==> config.mk <==
export PLATFORM = sky130hd
export DESIGN_NAME = ef_smsdac_sin
export DESIGN_NICKNAME = d
export VERILOG_FILES = /design/src/rtl/ef_smsdac_sin.sv
export SDC_FILE = /design/constraint.sdc
export NUM_CORES = 1
export LEC_CHECK = 0
export CELL_PAD_IN_SITES_DETAIL_PLACEMENT = 1
export CELL_PAD_IN_SITES_GLOBAL_PLACEMENT = 2
export CORE_MARGIN = 3
export CORE_UTILIZATION = 43
export CTS_CLUSTER_SIZE = 24
export DETAILED_ROUTE_END_ITERATION = 7
export PLACE_DENSITY = 0.84
export SLEW_MARGIN = 25
export SYNTH_ARGS = -nofsm -noshare
export SYNTH_HDL_FRONTEND = slang
export SYNTH_SLANG_ARGS = --single-unit
==> constraint.sdc <==
create_clock -name clk -period 2.4 [get_ports clk]
set_clock_uncertainty 0.1 [all_clocks]
set_input_delay 0.24 -clock clk [delete_from_list [all_inputs] [get_ports clk]]
set_output_delay 0.24 -clock clk [all_outputs]
set_load 0.01 [all_outputs]
==> src/rtl/ef_smsdac_sin.sv <==
// Serial sample loader and playback FIFO feeding the segmented DAC d_in.
// Define EF_SMSDAC_SIN_MIDSCALE_EN to force d_out to midscale on underflow.
module ef_smsdac_sin #(
  parameter int unsigned DIV   = 16,
  parameter int unsigned DEPTH = 4
) (
  input  logic                     clk,
  input  logic                     rst,
  input  logic                     sck,
  input  logic                     cs_b,
  input  logic                     mosi,
  input  logic                     clr_flags,
  output logic [7:0]               d_out,
  output logic                     d_valid,
  output logic                     ovf,
  output logic                     unf,
  output logic [$clog2(DEPTH):0]   level
);

  localparam int unsigned AW = $clog2(DEPTH);
  localparam int unsigned LW = AW + 1;
  localparam int unsigned TW = $clog2(DIV);

  logic          sck_s1, sck_s2, sck_d;
  logic          cs_s1, cs_s2;
  logic          mosi_s1, mosi_s2;
  logic [7:0]    sr;
  logic [2:0]    bit_cnt;
  logic          push_pend;
  logic [TW-1:0] tmr;
  logic [AW-1:0] wptr, rptr;
  logic [7:0]    mem [DEPTH];

  logic          sck_rise;
  logic          strobe, full, empty, pop, push_ok, ovf_set, unf_set;
  logic [LW-1:0] level_nxt;

  // Two-flop synchronizers plus a delayed sck copy for edge detection
  always_ff @(posedge clk or posedge rst) begin
    if (rst) begin
      sck_s1  <= 1'b0;
      sck_s2  <= 1'b0;
      sck_d   <= 1'b0;
      cs_s1   <= 1'b1;
      cs_s2   <= 1'b1;
      mosi_s1 <= 1'b0;
      mosi_s2 <= 1'b0;
    end else begin
      sck_s1  <= sck;
      sck_s2  <= sck_s1;
      sck_d   <= sck_s2;
      cs_s1   <= cs_b;
      cs_s2   <= cs_s1;
      mosi_s1 <= mosi;
      mosi_s2 <= mosi_s1;
    end
  end

  assign sck_rise = sck_s2 & ~sck_d;

  // Receive shifter; a deasserted frame drops any partial byte
  always_ff @(posedge clk or posedge rst) begin
    if (rst) begin
      sr        <= 8'h00;
      bit_cnt   <= 3'd0;
      push_pend <= 1'b0;
    end else begin
      push_pend <= 1'b0;
      if (cs_s2) begin
        bit_cnt <= 3'd0;
      end else if (sck_rise) begin
        sr        <= {sr[6:0], mosi_s2};
        bit_cnt   <= bit_cnt + 3'd1;
        push_pend <= (bit_cnt == 3'd7);
      end
    end
  end

  always_ff @(posedge clk or posedge rst) begin
    if (rst) tmr <= '0;
    else     tmr <= strobe ? '0 : tmr + TW'(1);
  end

  always_comb begin
    strobe  = (tmr == TW'(DIV - 1));
    full    = (level == LW'(DEPTH));
    empty   = (level == '0);
    pop     = strobe & ~empty;
    push_ok = push_pend & (~full | pop);
    ovf_set = push_pend & full & ~pop;
    unf_set = strobe & empty;
    case ({push_ok, pop})
      2'b10:   level_nxt = level + LW'(1);
      2'b01:   level_nxt = level - LW'(1);
      default: level_nxt = level;
    endcase
  end

  // Storage has no reset; pointers and level define what is valid
  always_ff @(posedge clk) begin
    if (push_ok) mem[wptr] <= sr;
  end

  always_ff @(posedge clk or posedge rst) begin
    if (rst) begin
      wptr    <= '0;
      rptr    <= '0;
      level   <= '0;
      d_out   <= 8'h80;
      d_valid <= 1'b0;
      ovf     <= 1'b0;
      unf     <= 1'b0;
    end else begin
      level   <= level_nxt;
      d_valid <= pop;
      ovf     <= (ovf & ~clr_flags) | ovf_set;
      unf     <= (unf & ~clr_flags) | unf_set;
      if (push_ok) wptr <= wptr + AW'(1);
      if (pop) begin
        rptr  <= rptr + AW'(1);
        d_out <= mem[rptr];
      end
`ifdef EF_SMSDAC_SIN_MIDSCALE_EN
      else if (unf_set) begin
        d_out <= 8'h80;
      end
`endif
    end
  end

endmodule

==> flow_summary.json, run 1 <==
{
  "min_path_type": "in -> async",
  "drt-total-wl_um": 4870,
  "ys_ff_latch": 73,
  "cpMostUsedCell": "nor2_2",
  "cts.reportedPaths.clkPinSlew_ns": 0.08,
  "crit_chain": "ha_4 -> nand3_2 -> nor2_2 -> o21ai_0 -> fa_1 -> nand2b_1 -> nor2_2 -> nand3b_1 -> o221ai_1",
  "regToRegSetupSlack_ns": 0.19,
  "status": "finished, final reports clean",
  "cts_buffer_depth": 2,
  "ctsHoldBuffers": 0,
  "drv_cap": 0,
  "tightest_slew_ns": 0.609,
  "post_drt_wl_per_cell_um": 17.0,
  "drc": 0,
  "root_buffer": "clkbuf_8",
  "die_w_um": 88.3,
  "crit_family": "simple AND/OR/NAND/NOR gates",
  "io_buffer_count": 19,
  "leakage_nw": 1.33,
  "die_h_um": 88.3,
  "final_core_util_pct": 52.7,
  "relSlewSlack_pct": 59.4,
  "grt_remaining_overflow": 0,
  "ys_types": 33,
  "finalCritPeriodShare_pct": 92.3,
  "hpwl_um": 3400,
  "initial_core_util_pct": 45.1,
  "vias_per_cell": 5.26,
  "insertion_delay_ns": 0.35,
  "areaGrowthSynthToFinish_pct": 16.9,
  "rows": 29,
  "p_sw_mw": 0.597,
  "cts_tree": "yes",
  "max_clock_freq_mhz": 452,
  "yosys_warnings": 0,
  "p_per_area_mw_per_mm2": 755,
  "route.vias.total": 1510,
  "path_buf_inv": 0,
  "synth_area_per_cell_um2": 16.4,
  "startpoint_type": "flop",
  "worstPathArrival_ns": 2.34,
  "ios": 20,
  "htree_levels": 3,
  "busiest_layer": "met2",
  "clkPwrFrac_pct": 37.3,
  "diodes": 0,
  "ant_nets": 0,
  "use_met2_pct": 22.8,
  "critPathMaxStageDelay_ns": 0.44,
  "dr.pass1.iters": 4,
  "cp.required_ns": 2.52,
  "grt_usage_pct": 14.5,
  "grt_util_met1_pct": 18.1,
  "fill_cells": 620,
  "critPathKind": "reg -> reg",
  "die-area_mm2": 0.00779,
  "min_period_ns": 2.21,
  "path_max_fanout": 4,
  "cts_inserted_buffers": 9,
  "final_hold_viol_count": 0,
  "p_comb_share_pct": 3.6,
  "synth_edf_count": 32,
  "grtUsageMet3_pct": 4.28,
  "gp_congestion": 0.734,
  "ys.flop_type": "dfrtp_1",
  "pwr-share-seq_pct": 59.1,
  "design.core.area_mm2": 0.00646,
  "internal-power_mw": 1.97,
  "nNetsFinal": 219,
  "grt_pass1_wl_um": 8250,
  "drive_gt1_share_pct": 26.2,
  "crit_path_end_kind": "flop",
  "antenna_found_initial": 0,
  "syn_nets": 191,
  "synthArstFlopShare_pct": 56.2,
  "seq_area_frac_synth_pct": 68.4,
  "clock-sinks": 73,
  "rsz0062_at_grt": "false",
  "critPathSlowestCell": "dfrtp_1",
  "swShare_pct": 23.2,
  "finalSetupViolations": 0,
  "ir_drop_v": 0.000348,
  "drv_slew": 0,
  "synthCells": 177,
  "tns_ns": 0,
  "netlist_area_mm2": 0.00291,
  "grt_max_degree": 22,
  "drt-initial-drc-count": 67,
  "grt_pass1_vias": 1680
}
==> path summary, 6_finish.rpt <==
path | from | endpoint | depth (start not counted)
min reg2reg | sck_s1 | sck_s2 | 0
min | rst | level[2] | 3
max in group asynchronous | rst | cs_s2 | 3
min in group clk | cs_b | cs_s1 | 1
max | tmr[0] | level[2] | 9
max reg2reg | tmr[0] | level[2] | 9
==> cells in the final DEF, fill, tap and decap left out, types with 2 or more instances in the layout <==
master and count:
mux4_2 8, a21oi_1 3, nand2_1 9, xnor2_1 4, ha_1 6, clkinvlp_4 3
mux2_2 8, and2_1 5, o221ai_1 3, o21ai_0 7, nand2b_1 2, xor2_1 3
clkdlybuf4s50_1 19, dfstp_2 3, inv_1 10, nor2_2 4, clkinv_4 2, edfxtp_1 32
buf_4 4, nand3_1 3, nor2_1 3, mux2_4 8, a31oi_1 2, dfrtp_1 38
clkbuf_8 9
==> Yosys cell counts, drive strengths merged, types with 2 or more instances <==
| master | count | area (µm²) |
|---|---|---|
| edfxtp | 32 | 961 |
| o221ai | 3 | 26.3 |
| dfstp | 3 | 78.8 |
| nand2b | 2 | 12.5 |
| nand2 | 9 | 33.8 |
| nand3 | 4 | 25.0 |
| nor2 | 7 | 31.3 |
| a21oi | 3 | 15.0 |
| o21ai | 7 | 35.0 |
| buf | 5 | 40.0 |
| xor2 | 3 | 26.3 |
| dfrtp | 38 | 951 |
| xnor2 | 4 | 35.0 |
| a31oi | 3 | 25.0 |
| ha | 7 | 87.6 |
| mux2 | 16 | 210 |
| inv | 10 | 37.5 |
| mux4 | 8 | 180 |
| and2 | 5 | 31.3 |
==> routing by layer <==
metal	routed length, µm	vias to the layer above
met4	135	0
li1	-	699
met3	182	11
met1	2170	771
met2	2380	29
met5	0	-
==> per-stage QoR <==
step / setup slack, ns / power [mW] / cells / hold slack [ns] / area [µm²]
after detailed placement: 0.0854 / 1.64 / 270 / 0.243 / 3180
after global placement: 0.297 / 1.62 / 270 / 0.232 / 3180
after global routing: 0.0109 / 2.68 / 287 / 0.163 / 3400
after CTS: 0.0795 / 2.60 / 286 / 0.143 / 3380
final: 0.186 / 2.57 / 287 / 0.144 / 3400
after floorplan: 0.386 / 1.58 / 177 / 0.144 / 2910
==> final cells by class <==
cell class	instances	area [µm²]	share of cell area, %
well taps	77	96.3	2.83
flip-flops and latches	73	1990	58.5
inverters	10	37.5	1.10
clock inverters	7	78.8	2.32
repair buffers	23	220	6.47
clock buffers	9	124	3.64
multi-input cells	88	857	25.2
==> sequential cells by signal, summed over array words and instances, names as in the netlist, 2 cells and up <==
signal and cells:
mem 32, d_out 8, sr 8, tmr 4, bit_cnt 3, level 3, rptr 2, wptr 2
==> logic make-up (layout without fill, tap and decap cells) <==
| logic type | count (synthesis) | in the layout | share of synthesized area (%) |
|---|---|---|---|
| xor+xnor | 7 | 7 | 2.11 |
| simple gates | 32 | 32 | 5.84 |
| buf+inv | 16 | 49 | 2.79 |
| flops | 73 | 73 | 68.4 |
| fa+ha+maj | 8 | 8 | 3.70 |
| compound gates | 17 | 17 | 3.78 |
| mux | 24 | 24 | 13.4 |
==> tightest hold or removal path, delay by kind of cell <==
kind	cells	cell delay (ns)
buffers and inverters	3	0.74
==> power groups by stage <==
| stage | clock (mW) | combinational [mW] | sequential (mW) |
|---|---|---|---|
| floorplan | 0 | 0.0679 | 1.51 |
| global placement | 0 | 0.0861 | 1.53 |
| detailed placement | 0 | 0.0940 | 1.55 |
| CTS | 0.987 | 0.0950 | 1.52 |
| global route | 1.04 | 0.105 | 1.54 |
| finish | 0.959 | 0.0915 | 1.52 |
==> what timing repair did <==
item,CTS,global route
resized for setup,0,4
endpoints found under the setup margin,0,2
setup buffers,0,1
Note: power is estimated with default switching activity, not from simulation.
==> run 2, diff against run 1 <==
--- a/config.mk
+++ b/config.mk
@@ -9,7 +9,7 @@
 export CELL_PAD_IN_SITES_GLOBAL_PLACEMENT = 2
 export CORE_MARGIN = 3
 export CORE_UTILIZATION = 43
-export CTS_CLUSTER_SIZE = 24
+export CTS_CLUSTER_SIZE = 12
 export DETAILED_ROUTE_END_ITERATION = 7
 export PLACE_DENSITY = 0.84
 export SLEW_MARGIN = 25
==> results of run 2 <==
Final layout, timing and power as in run 1 (identical DEF).
